`src/rtl/sec_cnt_bcd_decode_pkg.sv`:
```
// Shared constants and state encoding for the seconds-of-day to BCD decoder.
package sec_cnt_bcd_decode_pkg;

    // Place weights of each BCD digit, expressed in seconds
    localparam logic [16:0] WeightH10 = 17'd36000;
    localparam logic [16:0] WeightH1  = 17'd3600;
    localparam logic [16:0] WeightM10 = 17'd600;
    localparam logic [16:0] WeightM1  = 17'd60;
    localparam logic [16:0] WeightS10 = 17'd10;

    // Last legal seconds-of-day value (23:59:59)
    localparam logic [16:0] SecMax = 17'd86399;

    // Seven-segment driver code for a dark digit
    localparam logic [3:0] BlankCode = 4'hF;

    typedef enum logic [2:0] {
        StIdle,
        StH10,
        StH1,
        StM10,
        StM1,
        StS10,
        StDone
    } state_e;

endpackage

```
`src/rtl/cw_cmp_sub.sv`:
```
// Compare-and-subtract step: flags remainder >= weight and yields the
// reduced remainder; when the weight does not fit the remainder passes through.
module cw_cmp_sub (
    input  logic [16:0] rem_i,
    input  logic [16:0] weight_i,
    output logic        ge_o,
    output logic [16:0] diff_o
);

    // Never wraps: subtraction is only selected when the weight fits
    always_comb begin
        ge_o   = (rem_i >= weight_i);
        diff_o = ge_o ? (rem_i - weight_i) : rem_i;
    end

endmodule

```
`src/rtl/sec_cnt_bcd_decode.sv`:
```
// Decodes a 17-bit seconds-of-day count into HH:MM:SS BCD digits by repeated
// subtraction of each digit weight, one subtraction or phase step per cycle.
// Optional feature: define SEC2BCD_LEADING_BLANK_EN to show a zero hour-tens
// digit as the blank code on valid conversions.
module sec_cnt_bcd_decode
    import sec_cnt_bcd_decode_pkg::*;
(
    input  logic        Clk,
    input  logic        pRst,
    input  logic        i_Start,
    input  logic [16:0] i_Sec_Cnt,
    output logic        o_Busy,
    output logic        o_Done,
    output logic        o_Err,
    output logic [3:0]  o_Hour_Tens,
    output logic [3:0]  o_Hour_Ones,
    output logic [3:0]  o_Min_Tens,
    output logic [3:0]  o_Min_Ones,
    output logic [3:0]  o_Sec_Tens,
    output logic [3:0]  o_Sec_Ones
);

`ifdef SEC2BCD_LEADING_BLANK_EN
    localparam logic LeadBlank = 1'b1;
`else
    localparam logic LeadBlank = 1'b0;
`endif

    state_e      state_q, state_d;
    logic [16:0] rem_q, rem_d;
    logic [3:0]  h10_q, h10_d, h1_q, h1_d, m10_q, m10_d, m1_q, m1_d, s10_q, s10_d;
    logic [16:0] weight;
    logic        ge;
    logic [16:0] diff;
    logic [3:0]  hour_tens_disp;

    cw_cmp_sub u_cmp_sub (
        .rem_i    (rem_q),
        .weight_i (weight),
        .ge_o     (ge),
        .diff_o   (diff)
    );

    // Select the weight of the digit currently being counted
    always_comb begin
        weight = 17'd0;
        case (state_q)
            StH10:   weight = WeightH10;
            StH1:    weight = WeightH1;
            StM10:   weight = WeightM10;
            StM1:    weight = WeightM1;
            StS10:   weight = WeightS10;
            default: weight = 17'd0;
        endcase
    end

    // Next state: either subtract one weight and bump the digit, or move on
    always_comb begin
        state_d = state_q;
        rem_d   = rem_q;
        h10_d   = h10_q;
        h1_d    = h1_q;
        m10_d   = m10_q;
        m1_d    = m1_q;
        s10_d   = s10_q;
        case (state_q)
            StIdle: begin
                if (i_Start) begin
                    rem_d   = i_Sec_Cnt;
                    h10_d   = 4'd0;
                    h1_d    = 4'd0;
                    m10_d   = 4'd0;
                    m1_d    = 4'd0;
                    s10_d   = 4'd0;
                    state_d = (i_Sec_Cnt > SecMax) ? StDone : StH10;
                end
            end
            StH10: begin
                if (ge) begin
                    rem_d = diff;
                    h10_d = h10_q + 4'd1;
                end else begin
                    state_d = StH1;
                end
            end
            StH1: begin
                if (ge) begin
                    rem_d = diff;
                    h1_d  = h1_q + 4'd1;
                end else begin
                    state_d = StM10;
                end
            end
            StM10: begin
                if (ge) begin
                    rem_d = diff;
                    m10_d = m10_q + 4'd1;
                end else begin
                    state_d = StM1;
                end
            end
            StM1: begin
                if (ge) begin
                    rem_d = diff;
                    m1_d  = m1_q + 4'd1;
                end else begin
                    state_d = StS10;
                end
            end
            StS10: begin
                if (ge) begin
                    rem_d = diff;
                    s10_d = s10_q + 4'd1;
                end else begin
                    state_d = StDone;
                end
            end
            StDone:  state_d = StIdle;
            default: state_d = StIdle;
        endcase
    end

    // Hour-tens display value, optionally blanked when zero
    always_comb begin
        hour_tens_disp = h10_q;
        if (LeadBlank && (h10_q == 4'd0)) begin
            hour_tens_disp = BlankCode;
        end
    end

    // State, working registers and the held display outputs. Outputs load on
    // the edge entering DONE so they are valid in the same cycle as o_Done.
    // Entering DONE straight from IDLE is the out-of-range path: flag only.
    always_ff @(posedge Clk) begin
        if (pRst) begin
            state_q     <= StIdle;
            rem_q       <= 17'd0;
            h10_q       <= 4'd0;
            h1_q        <= 4'd0;
            m10_q       <= 4'd0;
            m1_q        <= 4'd0;
            s10_q       <= 4'd0;
            o_Err       <= 1'b0;
            o_Hour_Tens <= 4'd0;
            o_Hour_Ones <= 4'd0;
            o_Min_Tens  <= 4'd0;
            o_Min_Ones  <= 4'd0;
            o_Sec_Tens  <= 4'd0;
            o_Sec_Ones  <= 4'd0;
        end else begin
            state_q <= state_d;
            rem_q   <= rem_d;
            h10_q   <= h10_d;
            h1_q    <= h1_d;
            m10_q   <= m10_d;
            m1_q    <= m1_d;
            s10_q   <= s10_d;
            if (state_d == StDone) begin
                if (state_q == StIdle) begin
                    o_Err <= 1'b1;
                end else begin
                    o_Err       <= 1'b0;
                    o_Hour_Tens <= hour_tens_disp;
                    o_Hour_Ones <= h1_q;
                    o_Min_Tens  <= m10_q;
                    o_Min_Ones  <= m1_q;
                    o_Sec_Tens  <= s10_q;
                    o_Sec_Ones  <= rem_q[3:0];
                end
            end
        end
    end

    // Status flags decoded from the state register
    always_comb begin
        o_Busy = (state_q != StIdle);
        o_Done = (state_q == StDone);
    end

endmodule

```
`config.mk`:
```
export PLATFORM = sky130hd
export DESIGN_NAME = sec_cnt_bcd_decode
export DESIGN_NICKNAME = d
export VERILOG_FILES = /design/src/rtl/sec_cnt_bcd_decode_pkg.sv /design/src/rtl/cw_cmp_sub.sv /design/src/rtl/sec_cnt_bcd_decode.sv
export SDC_FILE = /design/constraint.sdc
export NUM_CORES = 1
export LEC_CHECK = 0
export ABC_AREA = 1
export CAP_MARGIN = 0
export CELL_PAD_IN_SITES_DETAIL_PLACEMENT = 0
export CELL_PAD_IN_SITES_GLOBAL_PLACEMENT = 2
export CORE_MARGIN = 3
export CORE_UTILIZATION = 33
export CTS_CLUSTER_DIAMETER = 80
export CTS_CLUSTER_SIZE = 24
export DETAILED_ROUTE_END_ITERATION = 10
export GPL_ROUTABILITY_DRIVEN = 0
export GPL_TIMING_DRIVEN = 0
export HOLD_SLACK_MARGIN = 0.02
export PLACE_DENSITY = 0.89
export SYNTH_ARGS = -nofsm -noshare
export SYNTH_HDL_FRONTEND = slang
export SYNTH_SLANG_ARGS = --single-unit
```
`constraint.sdc`:
```
create_clock -name Clk -period 6.82 [get_ports Clk]
set_clock_uncertainty 0.15 [all_clocks]
set_input_delay 0.682 -clock Clk [delete_from_list [all_inputs] [get_ports Clk]]
set_output_delay 0.682 -clock Clk [all_outputs]
set_load 0.02 [all_outputs]
```
Word-level counts from Yosys, hierarchy flattened
Cells that the tools add are included.

Register bits after elaboration: 65. Input bits: 20. Output and inout port bits: 27. Word-level logic and storage cells: 77.

Add/subtract/negate cells: 6. Order comparisons: 2. Eq/ne operators: 14. Muxes and demuxes: 24. Bitwise operators: 1. Reductions and logical operators: 16.

Operators with widths (count): $pmux 16 s5 (1); $pmux 4 s2 (5); $mux 17 (2); $pmux 17 s2 (1); $mux 4 (6); $mux 3 (7); $add 4x1->4 const B (5); $pmux 3 s6 (1); $reduce_and 3->1 (6); $ge 17x16->1 (1); $gt 17x17->1 const B (1); $sub 17x16->17 (1); $eq 3x3->1 const B (4); $ne 2x2->1 const B (6); $reduce_bool 2->1 (6); $eq 3x2->1 const B (2); $reduce_or 5->1 (1); $eq 3x1->1 const B (1); $logic_not 3->1 (1); $reduce_bool 3->1 (1); $ne 2x1->1 const B (1); $reduce_and 2->1 (1); $mux 1 (1); $not 1->1 (1).

Depth between registers and ports, before layout
Depth in word-level cells: 7. Depth in mapped cells: 24. Depth with buffers taken out: 23.

Modules after synthesis
A second synthesis with hierarchy kept.

Cells, all modules: 788. Area, all modules: 4842.1 µm².

Modules (own cells, without submodules): sec_cnt_bcd_decode (instances 1, cells an instance 486, area an instance 3311.9 µm², seq. area each 1301.2 µm²); cw_cmp_sub (instances 1, cells an instance 302, area an instance 1530.2 µm², seq. area each 0.0 µm²).

Least setup slack after synthesis
Ideal clock, no wire load.

Path type: reg-to-reg. From: register state_q[0]. To: register o_Hour_Ones[3]. Setup time: 0.110 ns. Arrival time: 2.776 ns. Required time: 6.560 ns. Slack: 3.784 ns. Stages on the path, launching flop included: 24. Buffers on the path: 1. Period minus slack after synthesis: 3.036 ns. Cells stage by stage: dfxtp_1 inv_1 nor2_1 inv_1 nor2_1 inv_1 nand2_1 o21ai_0 ha_1 a21oi_1 nand2_1 nand2_1 nand2_2 nand2_2 nand3_2 nand2_1 nand2_1 nor2_2 nor2_8 nand3_4 buf_6 nand2_1 inv_2 nor2_1.

Longest elaborated chain between the ends: 7. Elaborated cells between the ends (all ways): 18. Classes of those cells: 1 x order compare; 6 x eq/ne; 8 x mux; 1 x bitwise; 2 x reduce/logical.

Ends and longest elaborated chain: start: declaration (RTL line sec_cnt_bcd_decode.sv:29) `state_e state_q, state_d;`; start signal: assignment (RTL line sec_cnt_bcd_decode.sv:136) `state_q <= StIdle;`; start signal: assignment (RTL line sec_cnt_bcd_decode.sv:151) `state_q <= state_d;`; $eq 3x3->1, or another cell as far along (RTL line sec_cnt_bcd_decode.sv:47, sec_cnt_bcd_decode.sv:66); $pmux 16 s5 (RTL line sec_cnt_bcd_decode.sv:47) `case (state_q)`; $ge 17x16->1 (RTL line cw_cmp_sub.sv:12) `ge_o = (rem_i >= weight_i);`; $mux 3 (on tied branches); $pmux 3 s6 (RTL line sec_cnt_bcd_decode.sv:66) `case (state_q)`; $eq 3x3->1 (RTL line sec_cnt_bcd_decode.sv:158) `if (state_d == StDone) begin`; $reduce_and 2->1 (no line) *; end signal: assignment (RTL line sec_cnt_bcd_decode.sv:164) `o_Hour_Ones <= h1_q;`; end: declaration (RTL line sec_cnt_bcd_decode.sv:16) `output logic [3:0] o_Hour_Ones,`.

Mark *: on every way between the ends. The rest lies on a longest branch, timed or not. A chain may end at the register's enable or synchronous reset.

Worst setup path after layout
From: register state_q[0]. To: register rem_q[12].

Longest elaborated chain between the ends: 5. Elaborated cells between the ends (all ways): 16. Classes of those cells: 1 x add/sub; 1 x order compare; 7 x eq/ne; 3 x mux; 4 x reduce/logical.

Ends and longest elaborated chain: $eq 3x3->1, or another cell as far along (RTL line sec_cnt_bcd_decode.sv:47, sec_cnt_bcd_decode.sv:66); $pmux 16 s5 (RTL line sec_cnt_bcd_decode.sv:47); $sub 17x16->17 or $ge 17x16->1 (tied branches) (RTL line cw_cmp_sub.sv:13, cw_cmp_sub.sv:12); $mux 17 or $ne 2x1->1 (tied branches); $pmux 17 s2 or $reduce_and 3->1 (tied branches); end signal: assignment (RTL line sec_cnt_bcd_decode.sv:152) `rem_q <= rem_d;`; end: declaration (RTL line sec_cnt_bcd_decode.sv:30) `logic [16:0] rem_q, rem_d;`.

Several ways; a longest one is shown, not always the timed one. The select of a mux whose other input is x is not followed.

==> results.json <==
{
  "grt_pass1_wl_um": 18400,
  "timing.rr.start": "state_q[0]$_SDFF_PP0_",
  "rsz0062_at_grt": "no",
  "startpoint_type": "register",
  "antenna_cells": 0,
  "ios": 47,
  "grt_overflow": 0,
  "grt_max_degree": 13,
  "numCtsBuffers": 9,
  "fin_setup_tns_ps": 0,
  "nNetsFinal": 728,
  "min_to": "rem_q[15]$_SDFFE_PP0P_",
  "area_delta_synth_final_pct": 24.3,
  "hold_path.class": "register to register",
  "final-setup-viol-count": 0,
  "drc": 0,
  "final_common_cell": "nand2_1",
  "ys_top_cells_by_area": "dfxtp_1 (32%), nand2_1 (12%), inv_1 (10%), ha_1 (6.1%), nor2_1 (5.7%)",
  "synth_top_area_frac": 0.317,
  "cts.repair.resized": 0,
  "antenna_found_initial": 0,
  "final_cell_mix": "nand2_1 (134), inv_1 (110), dfxtp_1 (65)",
  "ir_drop_uv": 166,
  "via_count": 3962,
  "tightest_slew_ps": 822,
  "fill_cells": 1325,
  "async_flop_share": 0,
  "synth_seq_cells": 65,
  "port_buffers": 46,
  "path_max_fanout": 10,
  "outcome": "finished clean",
  "leakagePower_nw": 2.28,
  "root_buffer": "clkbuf_16",
  "reg2reg_to": "rem_q[12]$_SDFFE_PP0P_",
  "synth_area_per_cell_um2": 6.51,
  "routed_via_density": 4.61,
  "power_density_mw_per_mm2": 492,
  "die_w_um": 118,
  "worstSetupEndpointType": "register",
  "drv_slew": 0,
  "htreeDepth": 3,
  "critPathMaxStageDelay_ps": 390,
  "syn_inst": 630,
  "drt-pass1-iter-count": 4,
  "cts_sinks": 65,
  "max_freq_mhz": 252,
  "cts_post_setup_buffers_inserted": 0,
  "crit_top_cell": "inv_1",
  "rows": 40,
  "post-synth-top-area-cell": "dfxtp_1",
  "cts_tree": "built",
  "whs_ps": 327,
  "cp.required_ps": 6900,
  "r2r_cells": 19,
  "drt_wl_total_um": 11000,
  "yosys_warnings": 0,
  "clk_latency_ps": 340,
  "dp.final_hpwl_um": 8510,
  "grt_pass1_vias": 3780,
  "fp.coreArea_mm2": 0.0121,
  "fin_crit_sh": 0.582,
  "die-area_mm2": 0.0138,
  "cp_cell_sequence": "inv_1 -> nor2_1 -> inv_1 -> nor2_1 -> inv_1 -> nand2_1 -> o21ai_0 -> ha_1 -> a21oi_1 -> nand2_1 -> nand2_1 -> nand2_2 -> nand2_2 -> nand3_2 -> o21bai_1 -> inv_1 -> clkbuf_1 -> o21ai_0 -> a21oi_1",
  "maxCapViolCount": 0,
  "critPathSlowestCell": "dfxtp_1",
  "crit_arrival_ps": 4050,
  "worst-setup-path-type": "register to register",
  "period_minus_slack_ps": 3970,
  "hold_buffers": 0,
  "clkTransAtPathRegs_ps": 50,
  "initial_core_util": 0.340,
  "min_from": "rem_q[15]$_SDFFE_PP0P_",
  "die_h_um": 118,
  "synth_cell_types": 40,
  "drt-wirelength-per-cell_um": 12.8,
  "synth_area_mm2": 0.00410,
  "synthFlopType": "dfxtp_1",
  "layout-drive-gt1-share": 0.0853,
  "r2r_setup_slack_ps": 2850,
  "synth_edf_count": 0,
  "synth.net_count": 671,
  "drt_iter0_drc": 166,
  "hold_depth": 2,
  "clockBufferDepth": 2,
  "max_slew_margin": 0.446,
  "hold_viol": 0,
  "drtAntennaViolNets": 0,
  "seq_area_frac_synth": 0.317,
  "grt_usage": 0.165
}
-- Yosys cell counts (6+ instances only) --
master and n:
a211oi_1 8, a21oi_1 45, buf_2 6, clkbuf_1 12, dfxtp_1 65, ha_1 20, inv_1 110, inv_2 17
nand2_1 134, nand3_1 24, nand4_1 27, nor2_1 62, nor3_1 8, o21ai_0 37, xor2_1 7
-- layout make-up --
cell class,count,area (µm²),area share
well taps,168,210,0.0412
repair buffers,46,460,0.0902
clock buffers,10,239,0.0468
plain buffers,20,97.6,0.0191
flip-flops and latches,65,1300,0.255
clock inverters,6,88.8,0.0174
multi-input cells,417,2220,0.436
inverters,128,480,0.0942
-- layer usage --
metal	track usage	wire, µm	vias to the layer above
met2	0.263	4900	71
li1	-	-	2120
met3	0.0312	501	16
met5	0	0	-
met4	0.0601	193	0
met1	0.223	5420	1755
-- metrics by stage --
step	power, mW	setup slack, ps	util	cell area (µm²)	std cells
detailed placement	2.00	2850	0.396	4770	844
global placement	1.98	2940	0.396	4770	844
CTS	2.53	2830	0.423	5100	860
global route	2.75	2440	0.423	5100	860
floorplan	1.61	3780	-	4100	630
finish	2.51	2850	0.423	5100	860
-- cells by family (layout without fill, tap and decap cells) --
| family | Yosys count | after routing | synth area share |
|---|---|---|---|
| xor+xnor | 11 | 11 | 0.0235 |
| buf+inv | 148 | 210 | 0.141 |
| compound gates | 107 | 107 | 0.145 |
| simple gates | 278 | 278 | 0.308 |
| fa+ha+maj | 21 | 21 | 0.0659 |
| flops | 65 | 65 | 0.317 |
-- where the power goes --
part           internal [mW]  switching (mW)  leakage, nW
registers              0.459          0.0632        0.530
logic                  0.487           0.984         1.60
clock network          0.330           0.184        0.155
-- how the worst max path moves through the flow --
| stage | startpoint | end | slack, ps | cells past startpoint |
|---|---|---|---|---|
| CTS | state_q[0]$_SDFF_PP0_ | rem_q[8]$_SDFFE_PP0P_ | 2830 | 19 |
| floorplan | state_q[0]$_SDFF_PP0_ | o_Hour_Ones[3]$_SDFFE_PP0P_ | 3780 | 23 |
| global route | state_q[0]$_SDFF_PP0_ | rem_q[10]$_SDFFE_PP0P_ | 2440 | 17 |
| finish | state_q[0]$_SDFF_PP0_ | rem_q[12]$_SDFFE_PP0P_ | 2850 | 19 |
| global placement | state_q[1]$_SDFF_PP0_ | rem_q[3]$_SDFFE_PP0P_ | 2940 | 15 |
| detailed placement | state_q[0]$_SDFF_PP0_ | rem_q[8]$_SDFFE_PP0P_ | 2850 | 19 |
-- flip-flops by register name (all words and copies together) (netlist names) --
name and cells:
h1_q 4, o_Hour_Tens 4, h10_q 4, o_Sec_Ones 4, o_Min_Tens 4, state_q 3
m1_q 4, m10_q 4, o_Err 1, o_Sec_Tens 4, rem_q 17, o_Min_Ones 4
s10_q 4, o_Hour_Ones 4
-- worst max-delay path, delay by kind of cell (launching register included) --
kind            cells  cell delay, ps
simple gates        8            1240
compound gates      5             910
fa+ha+maj           1             360
buf+inv             5             790
flops               1             390
Note: power is estimated with default switching activity, not from simulation.
